[src/rtl/lpc_ifilter_p_if.sv]
// rtl/lpc_ifilter_p_if.sv - handshake and memory-port bundle for the LPC inverse filter
interface lpc_ifilter_p_if #(
    parameter int ORDER = 10,
    parameter int N     = 256,
    parameter int XW    = 16,
    parameter int AW    = 32
);
    localparam int KW = $clog2(ORDER + 1);
    localparam int NW = $clog2(N);

    logic          start;
    logic          ready;
    logic          done;
    logic [KW-1:0] a_rsel;
    logic [AW-1:0] a_r;
    logic [NW-1:0] x_raddr;
    logic [XW-1:0] x_r;
    logic [NW-1:0] residue_waddr;
    logic          residue_wen;
    logic [XW-1:0] residue_w;

    modport slave (
        input  start, a_r, x_r,
        output ready, done, a_rsel, x_raddr, residue_waddr, residue_wen, residue_w
    );

    modport master (
        output start, a_r, x_r,
        input  ready, done, a_rsel, x_raddr, residue_waddr, residue_wen, residue_w
    );
endinterface

[src/rtl/lpc_ifilter_p.sv]
// rtl/lpc_ifilter_p.sv - LPC inverse filter producing one frame of residues (saturation option: LPC_IFILTER_SAT_EN)
module lpc_ifilter_p #(
    parameter int ORDER = 10,
    parameter int N     = 256,
    parameter int XW    = 16,
    parameter int AW    = 32,
    parameter int AFRAC = 16
) (
    input  logic           clk,
    input  logic           reset,
    lpc_ifilter_p_if.slave bus
);
    localparam int KW   = $clog2(ORDER + 1);
    localparam int NW   = $clog2(N);
    localparam int CW   = $clog2(ORDER + 3);
    localparam int PW   = XW + AW;
    localparam int ACCW = XW + AW + KW;

`ifdef LPC_IFILTER_SAT_EN
    localparam logic signed [ACCW-1:0] SAT_MAX = {{(ACCW-XW+1){1'b0}}, {(XW-1){1'b1}}};
    localparam logic signed [ACCW-1:0] SAT_MIN = {{(ACCW-XW+1){1'b1}}, {(XW-1){1'b0}}};
`endif

    typedef enum logic [1:0] {S_IDLE, S_RUN, S_DONE} state_t;

    state_t                 state_q, state_d;
    logic [NW-1:0]          n_q, n_d;
    logic [CW-1:0]          c_q, c_d;
    logic [KW-1:0]          a_rsel_q, a_rsel_d;
    logic [NW-1:0]          x_raddr_q, x_raddr_d;
    logic signed [ACCW-1:0] acc_q, acc_d;
    logic                   ready_q, ready_d;
    logic                   done_q, done_d;
    logic                   wen_q, wen_d;
    logic [NW-1:0]          waddr_q, waddr_d;
    logic [XW-1:0]          w_q, w_d;

    logic signed [PW-1:0]   x_se, a_se, prod;
    logic signed [ACCW-1:0] prod_ext, x_ext, x_shift;
    logic                   masked;
`ifdef LPC_IFILTER_SAT_EN
    logic signed [ACCW-1:0] acc_sh;
`endif

    // Datapath terms for the tap returned this cycle; k = c-1 reaches before the frame start when k > n.
    always_comb begin
        x_se     = {{AW{bus.x_r[XW-1]}}, bus.x_r};
        a_se     = {{XW{bus.a_r[AW-1]}}, bus.a_r};
        prod     = x_se * a_se;
        prod_ext = {{KW{prod[PW-1]}}, prod};
        x_ext    = {{(ACCW-XW){bus.x_r[XW-1]}}, bus.x_r};
        x_shift  = x_ext <<< AFRAC;
        masked   = (int'(c_q) - 1) > int'(n_q);
    end

    // Next-state: frame sequencing, address issue, accumulation and residue formatting.
    always_comb begin
        state_d   = state_q;
        n_d       = n_q;
        c_d       = c_q;
        a_rsel_d  = a_rsel_q;
        x_raddr_d = x_raddr_q;
        acc_d     = acc_q;
        ready_d   = ready_q;
        done_d    = 1'b0;
        wen_d     = 1'b0;
        waddr_d   = waddr_q;
        w_d       = w_q;
`ifdef LPC_IFILTER_SAT_EN
        acc_sh    = '0;
`endif
        unique case (state_q)
            S_IDLE: begin
                ready_d = 1'b1;
                if (bus.start) begin
                    state_d   = S_RUN;
                    ready_d   = 1'b0;
                    n_d       = '0;
                    c_d       = '0;
                    a_rsel_d  = '0;
                    x_raddr_d = '0;
                end
            end
            S_RUN: begin
                if (c_q == CW'(1)) begin
                    acc_d = x_shift;
                end else if (c_q >= CW'(2) && c_q <= CW'(ORDER + 1) && !masked) begin
                    acc_d = acc_q - prod_ext;
                end
                if (c_q == CW'(ORDER + 1)) begin
                    wen_d   = 1'b1;
                    waddr_d = n_q;
`ifdef LPC_IFILTER_SAT_EN
                    acc_sh = acc_d >>> AFRAC;
                    if (acc_sh > SAT_MAX) begin
                        w_d = {1'b0, {(XW-1){1'b1}}};
                    end else if (acc_sh < SAT_MIN) begin
                        w_d = {1'b1, {(XW-1){1'b0}}};
                    end else begin
                        w_d = acc_sh[XW-1:0];
                    end
`else
                    w_d = acc_d[AFRAC +: XW];
`endif
                end
                if (c_q == CW'(ORDER + 2)) begin
                    c_d = '0;
                    if (n_q == NW'(N - 1)) begin
                        state_d = S_DONE;
                        done_d  = 1'b1;
                    end else begin
                        n_d = n_q + NW'(1);
                    end
                end else begin
                    c_d = c_q + CW'(1);
                end
                // Present the next tap's addresses one cycle ahead of its data.
                if (state_d == S_RUN && c_d <= CW'(ORDER)) begin
                    a_rsel_d  = KW'(c_d);
                    x_raddr_d = n_d - NW'(c_d);
                end
            end
            S_DONE: begin
                state_d = S_IDLE;
                ready_d = 1'b1;
            end
            default: begin
                state_d = S_IDLE;
                ready_d = 1'b1;
            end
        endcase
    end

    // State and output registers with synchronous active-low reset.
    always_ff @(posedge clk) begin
        if (!reset) begin
            state_q   <= S_IDLE;
            n_q       <= '0;
            c_q       <= '0;
            a_rsel_q  <= '0;
            x_raddr_q <= '0;
            acc_q     <= '0;
            ready_q   <= 1'b1;
            done_q    <= 1'b0;
            wen_q     <= 1'b0;
            waddr_q   <= '0;
            w_q       <= '0;
        end else begin
            state_q   <= state_d;
            n_q       <= n_d;
            c_q       <= c_d;
            a_rsel_q  <= a_rsel_d;
            x_raddr_q <= x_raddr_d;
            acc_q     <= acc_d;
            ready_q   <= ready_d;
            done_q    <= done_d;
            wen_q     <= wen_d;
            waddr_q   <= waddr_d;
            w_q       <= w_d;
        end
    end

    assign bus.ready         = ready_q;
    assign bus.done          = done_q;
    assign bus.a_rsel        = a_rsel_q;
    assign bus.x_raddr       = x_raddr_q;
    assign bus.residue_wen   = wen_q;
    assign bus.residue_waddr = waddr_q;
    assign bus.residue_w     = w_q;
endmodule
[src/flat_wrapper.sv]
// flat-port wrapper written by rule: the top's interface ports become plain ports
module lpc_ifilter_p_flat 
#(
    parameter int ORDER = 10,
    parameter int N     = 256,
    parameter int XW    = 16,
    parameter int AW    = 32,
    parameter int AFRAC = 16
)
  (clk, reset, bus_start, bus_a_r, bus_x_r, bus_ready, bus_done, bus_a_rsel, bus_x_raddr, bus_residue_waddr, bus_residue_wen, bus_residue_w);
  lpc_ifilter_p_if #(.ORDER(ORDER), .N(N), .XW(XW), .AW(AW)) bus_i ();
  input  logic clk;
  input  logic reset;
  input wire logic [$bits(bus_i.start)-1:0] bus_start;
  input wire logic [$bits(bus_i.a_r)-1:0] bus_a_r;
  input wire logic [$bits(bus_i.x_r)-1:0] bus_x_r;
  output wire logic [$bits(bus_i.ready)-1:0] bus_ready;
  output wire logic [$bits(bus_i.done)-1:0] bus_done;
  output wire logic [$bits(bus_i.a_rsel)-1:0] bus_a_rsel;
  output wire logic [$bits(bus_i.x_raddr)-1:0] bus_x_raddr;
  output wire logic [$bits(bus_i.residue_waddr)-1:0] bus_residue_waddr;
  output wire logic [$bits(bus_i.residue_wen)-1:0] bus_residue_wen;
  output wire logic [$bits(bus_i.residue_w)-1:0] bus_residue_w;
  assign bus_i.start = bus_start;
  assign bus_i.a_r = bus_a_r;
  assign bus_i.x_r = bus_x_r;
  assign bus_ready = bus_i.ready;
  assign bus_done = bus_i.done;
  assign bus_a_rsel = bus_i.a_rsel;
  assign bus_x_raddr = bus_i.x_raddr;
  assign bus_residue_waddr = bus_i.residue_waddr;
  assign bus_residue_wen = bus_i.residue_wen;
  assign bus_residue_w = bus_i.residue_w;
  lpc_ifilter_p #(.ORDER(ORDER), .N(N), .XW(XW), .AW(AW), .AFRAC(AFRAC)) u_core (.clk(clk), .reset(reset), .bus(bus_i));
endmodule
[config.mk]
export PLATFORM = sky130hd
export DESIGN_NAME = lpc_ifilter_p_flat
export DESIGN_NICKNAME = d
export VERILOG_FILES = /design/src/rtl/lpc_ifilter_p_if.sv /design/src/rtl/lpc_ifilter_p.sv /design/src/flat_wrapper.sv
export SDC_FILE = /design/constraint.sdc
export NUM_CORES = 1
export LEC_CHECK = 0
export BUFFER_PORTS_ARGS = -buffer_cell sky130_fd_sc_hd__buf_2
export CORE_MARGIN = 2
export CORE_UTILIZATION = 40
export CTS_BUF_LIST = sky130_fd_sc_hd__clkbuf_8
export DETAILED_ROUTE_END_ITERATION = 7
export PLACE_DENSITY = 0.67
export SLEW_MARGIN = 20
export SYNTH_ARGS = -nofsm -noshare
export SYNTH_HDL_FRONTEND = slang
export SYNTH_SLANG_ARGS = --single-unit
[constraint.sdc]
create_clock -name clk -period 6.94 [get_ports clk]
set_clock_uncertainty 0.15 [all_clocks]
set_input_delay 0.347 -clock clk [delete_from_list [all_inputs] [get_ports clk]]
set_output_delay 0.347 -clock clk [all_outputs]
set_load 0.02 [all_outputs]
==> flow_summary.json <==
{
  "tns_ps": 0,
  "die_h_um": 211,
  "holdWs_ps": 116,
  "port_buffers": 89,
  "drtIter0Drc": 1003,
  "post-cts-setup-buffers": 0,
  "synth-edff-count": 0,
  "end_kind": "register",
  "period_share_pct": 93.3,
  "rr_worst_depth": 19,
  "layout-drive-gt1-share_pct": 7.55,
  "hold_path_end": "u_core.state_q[0]$_SDFFE_PN0P_",
  "cts_buffers": 9,
  "final-max-slew-violation-count": 0,
  "ios": 90,
  "fill_cells": 4120,
  "dr_total_vias": 13577,
  "track_usage_pct": 22.5,
  "avgRoutedWirePerCell_um": 18.6,
  "die_w_um": 211,
  "synthCells": 2005,
  "cts_tree": "done",
  "antenna_cells": 0,
  "status": "complete, no violations",
  "fmax_mhz": 155,
  "hold_class": "in2reg",
  "drc": 0,
  "yosys.area.top_type": "fa_1",
  "synth_flop_cell": "dfxtp_1",
  "path_clk_slew_ps": 110,
  "finalSetupViolations": 0,
  "clk_latency_ps": 400,
  "rsz0062_at_grt": "no",
  "wl_um": 47900,
  "syn_avg_cell_area_um2": 8.55,
  "async_flop_share_pct": 0,
  "crit_type": "in2reg",
  "period_needed_ps": 6470,
  "worstMarginPinSlew_ps": 1080,
  "r2r_start": "u_core.acc_q[10]$_SDFFE_PN0P_",
  "reg2reg_to": "u_core.bus.residue_w[9]$_SDFFE_PN0P_",
  "ys_top_cells_by_count": "inv_1, fa_1, nand2_1",
  "cts.sinks": 85,
  "initial_utilization_pct": 40.7,
  "ys_seq_area_share_pct": 9.93,
  "die_area_um2": 44500,
  "cts_hold_buffers": 0,
  "htreeDepth": 3,
  "synth.area.top_cells": "fa_1, dfxtp_1, inv_1",
  "cap_viol_max_count": 0,
  "ys_ff_latch": 85,
  "hold_viol": 0,
  "drtPass1Iterations": 5,
  "arrival_ps": 6610,
  "overflow": 0,
  "drt-vias-per-instance": 5.26,
  "synth_area_um2": 17100,
  "syn_to_final_growth_pct": 6.96,
  "cp.required_ps": 7080,
  "post-place-ws_ps": 132,
  "grt_pass1_vias": 14334,
  "core_um2": 42100,
  "clockBufferDepth": 2,
  "rows": 75,
  "drtAntennaViolNets": 0,
  "holdPathStages": 3,
  "clock-root-buffer": "clkbuf_8",
  "setup_slack_ps": 468,
  "startpoint_type": "input port",
  "cp_max_fo": 14,
  "grt_max_degree": 56,
  "min_from": "bus_start",
  "yosysWarnings": 0,
  "synth.net_count": 2499,
  "grt_pass1_wl_um": 78700,
  "nNetsFinal": 2530,
  "synth.distinct_cells": 63,
  "cts_resized": 0,
  "hpwl_um": 38500,
  "gp_congestion": 0.898,
  "yosysMostFrequentCell": "inv_1",
  "grt_antenna_before_repair": 0,
  "slew_headroom_pct": 28.2,
  "synth_top_area_share_pct": 39.0,
  "r2r_slack_ps": 1090
}
==> cells by family (layout without fill, tap and decap cells) <==
logic type               after synthesis  after routing  share of synthesized area (%)
AO/OA/AOI/OAI                        253            253                           9.61
adder cells (fa/ha/maj)              443            443                           47.0
flip-flops                            85             85                           9.93
multiplexers                           6              6                          0.358
XOR/XNOR                              71             71                           3.79
AND/OR/NAND/NOR                      651            651                           18.4
buffers and inverters                496            532                           10.9
==> how the worst max path moves through the flow <==
| stage | startpoint | endpoint | slack (ps) | cells past startpoint |
|---|---|---|---|---|
| after global routing | bus_x_r[6] | u_core.bus.residue_w[7]$_SDFFE_PN0P_ | 160 | 22 |
| final | bus_x_r[6] | u_core.acc_q[29]$_SDFFE_PN0P_ | 470 | 22 |
| after CTS | bus_x_r[6] | u_core.acc_q[27]$_SDFFE_PN0P_ | 550 | 22 |
| after floorplan | bus_x_r[7] | u_core.bus.residue_w[14]$_SDFFE_PN0P_ | 340 | 23 |
| after global placement | bus_x_r[5] | u_core.bus.residue_w[15]$_SDFFE_PN0P_ | 180 | 24 |
| after detailed placement | bus_x_r[6] | u_core.acc_q[27]$_SDFFE_PN0P_ | 130 | 22 |
==> per-stage QoR <==
step | cell area [um^2] | utilization (%) | instances
4_1_cts | 18300 | 43.5 | 2580
2_1_floorplan | 17100 | - | 2005
3_3_place_gp | 18100 | 43.0 | 2564
3_5_place_dp | 18100 | 43.0 | 2564
5_1_grt | 18300 | 43.5 | 2580
6_report | 18300 | 43.5 | 2580
==> cells in the final DEF (no fill, tap or decap), types with 4 or more instances in the layout <==
cell       instances
a22oi_1           18
dfxtp_1           85
o21a_1            12
nand4_1            6
nand2b_1          10
nor4_1             6
nand3_1           26
clkbuf_8           9
nand2_1          285
nor2_1            71
a31oi_1            6
xnor2_1           51
a211oi_1           6
nor3_1            17
inv_1            388
fa_1             334
buf_2             89
o21ai_0           41
o31ai_1           12
a21oi_1           77
xor2_1            18
and3_1            10
o2111ai_1          4
and4_1             4
o21bai_1           5
ha_1             109
and2_1           174
buf_4             38
o21ai_1            6
o211ai_1           7
a21o_1            27
nor2b_1           26
mux2i_1            5
==> state kept, by name (all words and copies together), names as in the netlist <==
register	count
u_core.bus.done	1
u_core.bus.residue_waddr	8
u_core.acc_q	32
u_core.c_q	4
u_core.bus.ready	1
u_core.bus.x_raddr	8
u_core.bus.a_rsel	4
u_core.bus.residue_wen	1
u_core.state_q	2
u_core.bus.residue_w	16
u_core.n_q	8
==> critical path, cell delays in order <==
cell and delay (ps):
buf_2 320, buf_4 310, nand2_1 110, fa_1 530
inv_1 60, fa_1 490, fa_1 510, inv_1 50
fa_1 470, fa_1 540, inv_1 50, fa_1 530
inv_1 40, ha_1 370, a21o_1 210, a2111oi_2 360
nand3b_1 190, nand4_1 250, o22ai_1 130, mux2i_1 140
o32ai_1 430, o31ai_1 130
==> cell type report <==
class	count	area [um^2]	share of cell area (%)
well taps	539	674	3.68
inverters	389	1460	7.96
clock inverters	7	75.1	0.410
multi-input cells	1424	13600	74.0
flip-flops and latches	85	1700	9.28
clock buffers	9	124	0.676
repair buffers	127	731	3.99
==> metal layers <==
| metal | GRT usage, % | vias up | part of all wire [%] |
|---|---|---|---|
| met2 | 35.9 | 446 | 46 |
| li1 | - | 6180 | - |
| met1 | 33.0 | 6899 | 47 |
| met3 | 2.90 | 52 | 5.8 |
| met4 | 4.08 | 0 | 1.6 |
| met5 | 0 | - | 0 |
Power is not shown: default switching activity piles up to over one toggle a cycle in this logic, so the estimate is an artifact.
